--- config.mk ---
export PLATFORM = sky130hd
export DESIGN_NAME = flit_output_arbiter
export DESIGN_NICKNAME = d
export VERILOG_FILES = /design/src/rtl/flit_output_arbiter.sv
export SDC_FILE = /design/constraint.sdc
export NUM_CORES = 1
export LEC_CHECK = 0
export ABC_AREA = 1
export BUFFER_PORTS_ARGS = -buffer_cell sky130_fd_sc_hd__clkbuf_2
export CORE_AREA = 3 3 131 133
export CTS_BUF_LIST = sky130_fd_sc_hd__clkbuf_4 sky130_fd_sc_hd__clkbuf_8 sky130_fd_sc_hd__clkbuf_16
export DETAILED_ROUTE_END_ITERATION = 12
export DIE_AREA = 0 0 134 136
export PLACE_DENSITY_LB_ADDON = 0.3
export SETUP_SLACK_MARGIN = 0.1
export SLEW_MARGIN = 20
export SYNTH_ARGS = -nofsm -noshare
export SYNTH_HDL_FRONTEND = slang
export SYNTH_SLANG_ARGS = --single-unit
--- constraint.sdc ---
create_clock -name clk -period 1.9 [get_ports clk]
set_input_delay 0.38 -clock clk [delete_from_list [all_inputs] [get_ports clk]]
set_output_delay 0.38 -clock clk [all_outputs]
set_load 0.005 [all_outputs]
--- src/rtl/flit_output_arbiter.sv ---
// Packet-locked round-robin arbiter sharing one router output link among NUM_REQ requesters.
// Optional stall watchdog compiled in with `define FLIT_ARB_TIMEOUT_EN (uses TIMEOUT_CYCLES).
module flit_output_arbiter #(
    parameter int NUM_REQ        = 4,
    parameter int FLIT_WIDTH     = 64,
    parameter int TIMEOUT_CYCLES = 256,
    localparam int IDW           = (NUM_REQ > 1) ? $clog2(NUM_REQ) : 1
) (
    input  logic                          clk,
    input  logic                          rst,
    input  logic [NUM_REQ-1:0]            req_valid,
    input  logic [NUM_REQ*FLIT_WIDTH-1:0] req_flit,
    input  logic [NUM_REQ-1:0]            req_is_tail,
    output logic [NUM_REQ-1:0]            req_ready,
    output logic                          out_valid,
    output logic [FLIT_WIDTH-1:0]         out_flit,
    output logic                          out_is_tail,
    input  logic                          out_ready,
    output logic [IDW-1:0]                grant_id,
    output logic                          busy,
    output logic                          timeout_err
);

    typedef enum logic {
        ST_IDLE,
        ST_LOCKED
    } state_t;

    state_t         r_state;
    logic [IDW-1:0] r_grant_id;
    logic [IDW-1:0] r_rr_ptr;

    logic           w_any;
    logic [IDW-1:0] w_sel;
    logic [IDW:0]   w_sum;
    logic [IDW-1:0] w_next_ptr;
    logic           w_xfer;
    logic           w_release;
    logic           w_timeout;

    // Scan offsets from highest to lowest so the last hit is the one closest to rr_ptr.
    // NOTE: every always_comb output gets a default first; a path that skips an assignment infers a latch.
    always_comb begin
        w_any = 1'b0;
        w_sel = r_rr_ptr;
        w_sum = '0;
        for (int off = NUM_REQ - 1; off >= 0; off--) begin
            w_sum = {1'b0, r_rr_ptr} + (IDW+1)'(off);
            if (w_sum >= (IDW+1)'(NUM_REQ)) begin
                w_sum = w_sum - (IDW+1)'(NUM_REQ);
            end
            if (req_valid[w_sum[IDW-1:0]]) begin
                w_any = 1'b1;
                w_sel = w_sum[IDW-1:0];
            end
        end
    end

    always_comb begin
        out_valid   = 1'b0;
        out_flit    = '0;
        out_is_tail = 1'b0;
        req_ready   = '0;
        for (int i = 0; i < NUM_REQ; i++) begin
            if ((r_state == ST_LOCKED) && (r_grant_id == IDW'(i))) begin
                out_valid    = req_valid[i];
                out_flit     = req_flit[i*FLIT_WIDTH +: FLIT_WIDTH];
                out_is_tail  = req_is_tail[i];
                req_ready[i] = out_ready;
            end
        end
    end

    assign w_xfer     = out_valid && out_ready;
    assign w_release  = (w_xfer && out_is_tail) || w_timeout;
    assign w_next_ptr = (r_grant_id == IDW'(NUM_REQ - 1)) ? '0 : r_grant_id + 1'b1;
    assign grant_id   = r_grant_id;
    assign busy       = (r_state == ST_LOCKED);

    // NOTE: sequential state uses non-blocking assignments so every register samples pre-edge values.
    always_ff @(posedge clk) begin
        if (rst) begin
            r_state    <= ST_IDLE;
            r_grant_id <= '0;
            r_rr_ptr   <= '0;
        end else begin
            case (r_state)
                ST_IDLE: begin
                    if (w_any) begin
                        r_grant_id <= w_sel;
                        r_state    <= ST_LOCKED;
                    end
                end
                ST_LOCKED: begin
                    if (w_release) begin
                        r_state  <= ST_IDLE;
                        r_rr_ptr <= w_next_ptr;
                    end
                end
                default: r_state <= ST_IDLE;
            endcase
        end
    end

`ifdef FLIT_ARB_TIMEOUT_EN
    localparam int CW = (TIMEOUT_CYCLES > 2) ? $clog2(TIMEOUT_CYCLES) : 1;

    logic [CW-1:0] r_stall_cnt;
    logic          r_timeout_err;

    // A transfer in the final stall cycle wins over the watchdog.
    assign w_timeout   = (r_state == ST_LOCKED) && !w_xfer &&
                         (r_stall_cnt == CW'(TIMEOUT_CYCLES - 1));
    assign timeout_err = r_timeout_err;

    always_ff @(posedge clk) begin
        if (rst) begin
            r_stall_cnt   <= '0;
            r_timeout_err <= 1'b0;
        end else begin
            r_timeout_err <= w_timeout;
            if ((r_state != ST_LOCKED) || w_xfer || w_timeout) begin
                r_stall_cnt <= '0;
            end else begin
                r_stall_cnt <= r_stall_cnt + 1'b1;
            end
        end
    end
`else
    assign w_timeout   = 1'b0;
    assign timeout_err = 1'b0;
`endif

endmodule
# After elaboration in Yosys (flattened, before gate mapping)
# Index checks and enable logic that the tools add are counted.
# W data, S select, Z words.
# op_classes
addsub,8
order_cmp,8
eq_ne,3
muxes,40
n_bitwise,1
n_reduce_logical,9
# op_table
operator,count
$mux W64,4
$mux W1,22
$mux W2,9
$lt A2 B3 Y1 const B,4
$ge A3 B3 Y1 const B,3
$bmux W1 S2,4
$sub A2 B1 Y2 const B,4
$add A2 B2 Y3 const B,2
$logic_and A1 B1 Y1,6
$eq A2 B2 Y1 const B,2
$reduce_and A2 Y1,2
$add A2 B1 Y3 const B,1
$ge A2 B3 Y1 const B,1
$add A2 B1 Y2 const B,1
$eq A2 B1 Y1 const B,1
$logic_not A2 Y1,1
$pmux W1 S2,1
$not A1 Y1,1
# totals
ff_bits,5
input_bits,267
elab_cells,72

# Logic depth before layout (Yosys ltp)
# Gate-level depths: netlist of the first run.
# depth
depth_word,11
depth_mapped,12
ltp_nobuf,12

# Worst setup path before layout of the first run
# Ideal clock, no wire load.
# synth_timing
path_kind,register -> output
start,register r_grant_id[0] (netlist: grant_id[0])
end,output port out_flit[10]
t_arrival_ns,1.477
path_slack_ns,0.043
path_stages_with_launch,9
n_path_buf,2
cell_sequence,dfxtp_1 > inv_1 > ha_1 > nand2_2 > buf_2 > clkbuf_1 > nand3_1 > o21ai_1 > o21ai_1
# synth_between
elab_chain_len,6
elab_cells_between_ends,12
classes_between,eq/ne (3); mux (4); reduce/logical (5)
# synth_lines
item,line,source
"start, declared",30,logic [IDW-1:0] r_grant_id;
"start signal, assigned",90,r_grant_id <= w_sel;
$logic_not A2 Y1,65,if ((r_state == ST_LOCKED) && (r_grant_id == IDW'(i))) begin
$logic_and A1 B1 Y1,65,
$mux W64 (3 in series),65,
$mux W64 (*),65,
"end, declared",16,"output logic [FLIT_WIDTH-1:0] out_flit,"
# Mark *: on every way between the ends. The rest lies on a longest branch, timed or not.

# Worst setup path after layout of the first run
# layout_timing
start,register r_grant_id[0] (netlist: grant_id[0])
end,output port out_flit[62]
# The elaborated chain is that of the path after synthesis.

==> results of run 1 <==
path summary, 6_finish.rpt:
kind	from	endpoint	slack, ps	depth (start not counted)
worst max-delay path	grant_id[0]	out_flit[62]	-280	9
worst min-delay path	rst	r_rr_ptr[0]	370	2
worst min register to register	r_rr_ptr[1]	r_rr_ptr[1]	660	4
worst max register to register	grant_id[0]	r_rr_ptr[1]	-90	15
kinds of logic (layout without fill, tap and decap cells):
kind of cell               Yosys count  in the layout  synth area share
and+or+nand+nor                    333            334             0.542
AOI/OAI and AO/OA                  137            137             0.273
buffers and inverters               63            448             0.124
other                                1              1           0.00149
DFF                                  5              5            0.0397
adders and majority gates            4              4            0.0198
stage by stage:
stage                     utilization  cells  cell area, µm²
after floorplan                     -    543            2530
after global placement          0.301   1107            4800
after detailed placement        0.301   1107            4800
after CTS                       0.333   1127            5320
after global routing            0.382   1145            6100
final                           0.382   1145            6100
critical path, stage by stage (launching register included):
cell and delay, ps:
dfxtp_4 370, inv_4 60, buf_12 120, ha_4 170, buf_12 130, nand2_8 120, buf_8 170, o21ai_1 60
o21ai_1 190, buf_2 160
state kept, by name, indices dropped and copies added (netlist names):
| signal | count |
|---|---|
| r_rr_ptr | 2 |
| busy | 1 |
| grant_id | 2 |
per-layer routing:
metal	GRT usage	part of all wire	vias up
li1	-	-	2574
met1	0.205	0.41	2168
met2	0.301	0.52	204
met3	0.0241	0.060	23
met4	0.0206	0.014	0
met5	0	0	-
Yosys cell counts:
master	count
buf_1	1
nand3_1	74
dfxtp_1	5
inv_1	16
or2_2	1
ha_1	4
o21ai_1	123
conb_1	1
nor2_2	1
nor2_1	13
nand2_2	3
a21oi_1	3
buf_2	7
buf_6	1
buf_4	16
nand3_2	1
o21ai_0	10
inv_2	3
nand4_1	2
a21oi_2	1
clkbuf_1	19
nand2_1	238
layout make-up:
cell class	instances	area, µm²	area share
clock buffers	4	82.6	0.0135
well taps	216	270	0.0443
repair buffers	425	2920	0.479
inverters	19	88.8	0.0146
flip-flops and latches	5	108	0.0177
multi-input cells	476	2630	0.431
report_power, final:
group	total [W]	leakage (nW)	switching [W]	internal (W)
logic	0.00210	3.40	0.000986	0.00112
registers	0.000132	0.0424	0.0000144	0.000117
clock network	0.000370	0.0416	0.0000766	0.000293
what timing repair did:
| item | in CTS | in global routing |
|---|---|---|
| gates resized for setup | 42 | 176 |
| endpoints found under the setup margin | 71 | 71 |
| gates cloned | 8 | 11 |
| setup buffers | 8 | 8 |
| pin swaps | 3 | 43 |
==> metrics.txt, run 1 <==
DRT Pass-1 Iters 4; Die Ht 136 µm; skew final 0.571 ps; Synthesized Nets 814; die width 134 µm; clk slew on worst S/H paths 30 ps; crit end category output port; core box area 15900 µm²; post-synthesis sequential area ratio 0.0397; TNS Setup -15220 ps; Tot GR Track Use 0.163; f_max 458 MHz; Slew Viols, Final 0; startpoint types register; row count 46; Post-Synthesis Cells 543; Cell variety after synth 22; CTS Hold Buffers Added 0; worst path required time 1520 ps; H-Tree Depth 1; DR WL/cell 15.9 µm; status finished with violations; P&R area growth vs syn 142%; WS Path Type reg -> out; layout filler cell count 1759; fin crit share 1.15; Clock Latency Late Sink 230 ps; pwr dens 427 nW/µm²; WP data arrival 1800 ps; via/cell ratio 4.34; IO Pins 341; Setup Viol. Count Final 69; post-synthesis register bit count 5; worst hold margin 370 ps; Hold Vio Cnt, Final 0; pre-CTS WS -143 ps; RSZ-0062 raised after global routing yes; Sink Count 5; syn_area_per_cell 4.65 µm²; Area contributors post-synth nand2_1 (35%), o21ai_1 (24%), nand3_1 (15%); CTS tree yes; post-route ant nets 0; Post-route DRC 0; Mapped Area 2520 µm²; largest net degree at the start of global routing 38; gpl congestion 0.832; static leakage 3.49 nW; final wirelength 18.2 mm; worst min-delay path category in -> reg; Starting Density 0.158; Initial DRC Count 216; CTS Root Cell clkbuf_16; Final nets 1201; number of global-route vias before repair 4490; ratio of cells with drive above 1 in the final layout 0.577; Num CTS Buffers 3; minimum clock period 2180 ps; Overall Power 0.00261 W; max_cap viols 0; grt ovf 0; commonest non-fill, non-tap cell in the layout clkbuf_2; Yosys top cell area share 0.354; peak fanout along the critical path 9; commonest non-fill, non-tap cells in the layout clkbuf_2 (287), nand2_1 (208), o21ai_1 (107), buf_2 (51), nand3_1 (41); initial antenna violation count 0; detailed placer's ending HPWL 12.6 mm; Synth Warn # 0; Peak VDD IR 0.503 mV; worst-case clock buffer depth 2; antenna cell count 0; leading area contributor after synthesis nand2_1; IO Port Bufs 339; failing checks negative setup slack; first-pass GRT wire length 23.9 mm; fin worst setup slack -283 ps; Vias 4969; Die Area 18200 µm²
Power figures use the tool's default switching activity.
==> inputs of run 2 (changes only) <==
GPL_TIMING_DRIVEN = 0   (was default)
==> metrics.txt, run 2 (same netlist as run 1, synthesis figures left out) <==
final wirelength 18.3 mm (+0.59%); commonest non-fill, non-tap cell in the layout clkbuf_2; startpoint types register; Sink Count 5 (unchanged); Peak VDD IR 0.422 mV (-16%); TNS Setup -15180 ps (+36.3 ps); crit path max-delay cell type dfxtp_4; RSZ-0062 raised after global routing yes; number of global-route vias before repair 4651 (+3.6%); Vias 5085 (+2.3%); CTS Hold Buffers Added 0 (unchanged); fin worst setup slack -330 ps (-46.6 ps); worst path required time 1520 ps (about the same); fin crit share 1.17 (+0.0245); minimum clock period 2230 ps (+46.6 ps); pwr dens 428 nW/µm² (about the same); via/cell ratio 4.46 (+2.8%); f_max 449 MHz (-2.1%); Num CTS Buffers 3 (unchanged); initial antenna violation count 0 (unchanged); Slew Viols, Final 0 (unchanged); Setup Viol. Count Final 66 (-4.3%); CTS tree yes; crit end category output port; Die Area 18200 µm² (unchanged); static leakage 3.46 nW (-0.90%); pre-CTS WS -787 ps (-643 ps); Combinational Power Share 0.802 (-0.006); DR WL/cell 16.0 µm (+1.0%); die width 134 µm (unchanged); critical path's largest stage delay 350 ps (-20 ps); Post-route DRC 0 (unchanged); grt ovf 0 (unchanged); part of the power in the clock network 0.142 (about the same); IO Port Bufs 339 (unchanged); Clock Latency Late Sink 230 ps (about the same); CTS Root Cell clkbuf_16; row count 46 (unchanged); commonest non-fill, non-tap cells in the layout clkbuf_2 (309), nand2_1 (195), o21ai_1 (111), nand3_1 (44), buf_2 (38); internal power 0.00144 W (-6.1%); post-route ant nets 0 (unchanged); gpl congestion 0.822 (-1.2%); max_cap viols 0 (unchanged); status finished with violations; H-Tree Depth 1 (unchanged); Initial DRC Count 217 (+0.46%); switching share of power 0.429 (+0.0158); Buf/Inv on CP 5 (unchanged); detailed placer's ending HPWL 13.8 mm (+10%); Starting Density 0.158 (unchanged); WP data arrival 1850 ps (+50 ps); peak fanout along the critical path 5 (-4); Hold Vio Cnt, Final 0 (unchanged); Net Sw Power 0.00108 W (+0.17%); DRT Pass-1 Iters 4 (unchanged); largest net degree at the start of global routing 11 (-71%); skew final 2.37 ps (+1.80 ps); worst min-delay path category in -> reg; cell family with the largest share of critical-path delay buffers and inverters; failing checks negative setup slack; P&R area growth vs syn 133%; IO Pins 341 (unchanged); ratio of cells with drive above 1 in the final layout 0.581 (+0.00420); core box area 15900 µm² (unchanged); Final nets 1196 (-0.42%); crit-path most repeated cell o21ai_1; Die Ht 136 µm (unchanged); clk slew on worst S/H paths 40 ps (about the same); CP Cell Sequence inv_4 > ha_4 > nand2_4 > nor2_4 > buf_6 > buf_12 > buf_8 > nand2_2 > nand3_2 > o21ai_1 > o21ai_1 > buf_2; Tot GR Track Use 0.171 (+0.00808); first-pass GRT wire length 25.0 mm (+4.8%); WS Path Type reg -> out; antenna cell count 0 (unchanged); Flop pwr share 0.056 (+0.005); worst-case clock buffer depth 2 (unchanged)
-- run 2: cell count changes in the layout (fill, tap and decap cells not counted), sizes merged --
| cell | previous run | this run |
|---|---|---|
| clkbuf | 298 | 327 |
| nand2 | 242 | 241 |
| bufbuf | 1 | 0 |
| inv | 18 | 19 |
| buf | 130 | 97 |
-- run 2: layer usage --
metal	up-vias	track usage	share of wire
met3	29	0.0233	0.065
met5	-	0	0
met4	0	0.0280	0.017
met2	245	0.319	0.52
met1	2247	0.211	0.40
li1	2564	-	-
-- run 2: cell type report --
cell class / count / area, µm²
clock buffers: 3 / 75.1
fillers: 1770 / 10100
inverters: 19 / 83.8
clock inverters: 1 / 5.00
multi-input cells: 475 / 2620
flip-flops and latches: 5 / 109
plain buffers: 44 / 547
repair buffers: 377 / 2170
well taps: 216 / 270
-- run 2: repair_timing --
action | CTS | global route
cloned | 3 | 5
buffers inserted | 21 | 9
setup endpoints to repair | 67 | 69
pin swaps | 12 | 35
gates resized for setup | 145 | 140
-- run 2: power groups by stage --
| stage | registers, W | logic (W) | clock network [W] |
|---|---|---|---|
| 3_5_place_dp | 0.000134 | 0.00146 | 0 |
| 6_report | 0.000140 | 0.00202 | 0.000357 |
| 2_1_floorplan | 0.000130 | 0.000718 | 0 |
| 4_1_cts | 0.000140 | 0.00180 | 0.000358 |
| 3_3_place_gp | 0.000134 | 0.00146 | 0 |
| 5_1_grt | 0.000142 | 0.00220 | 0.000365 |
-- run 2: worst paths after layout --
| kind | startpoint | end | slack [ps] | cells after the start |
|---|---|---|---|---|
| hold / removal | rst | busy | 370 | 2 |
| setup reg to reg | grant_id[0] | r_rr_ptr[0] | 100 | 14 |
| setup / recovery | grant_id[1] | out_flit[23] | -330 | 12 |
| hold reg to reg | busy | busy | 590 | 2 |
-- run 2: through the flow --
stage | util | cell area (µm²) | hold WS [ps] | total power, W | cells
2_1_floorplan | - | 2530 | 449 | 0.000848 | 543
3_3_place_gp | 0.282 | 4490 | 573 | 0.00159 | 1098
3_5_place_dp | 0.282 | 4490 | 580 | 0.00159 | 1098
4_1_cts | 0.333 | 5300 | 361 | 0.00230 | 1126
5_1_grt | 0.369 | 5880 | 371 | 0.00271 | 1140
6_report | 0.369 | 5880 | 370 | 0.00251 | 1140
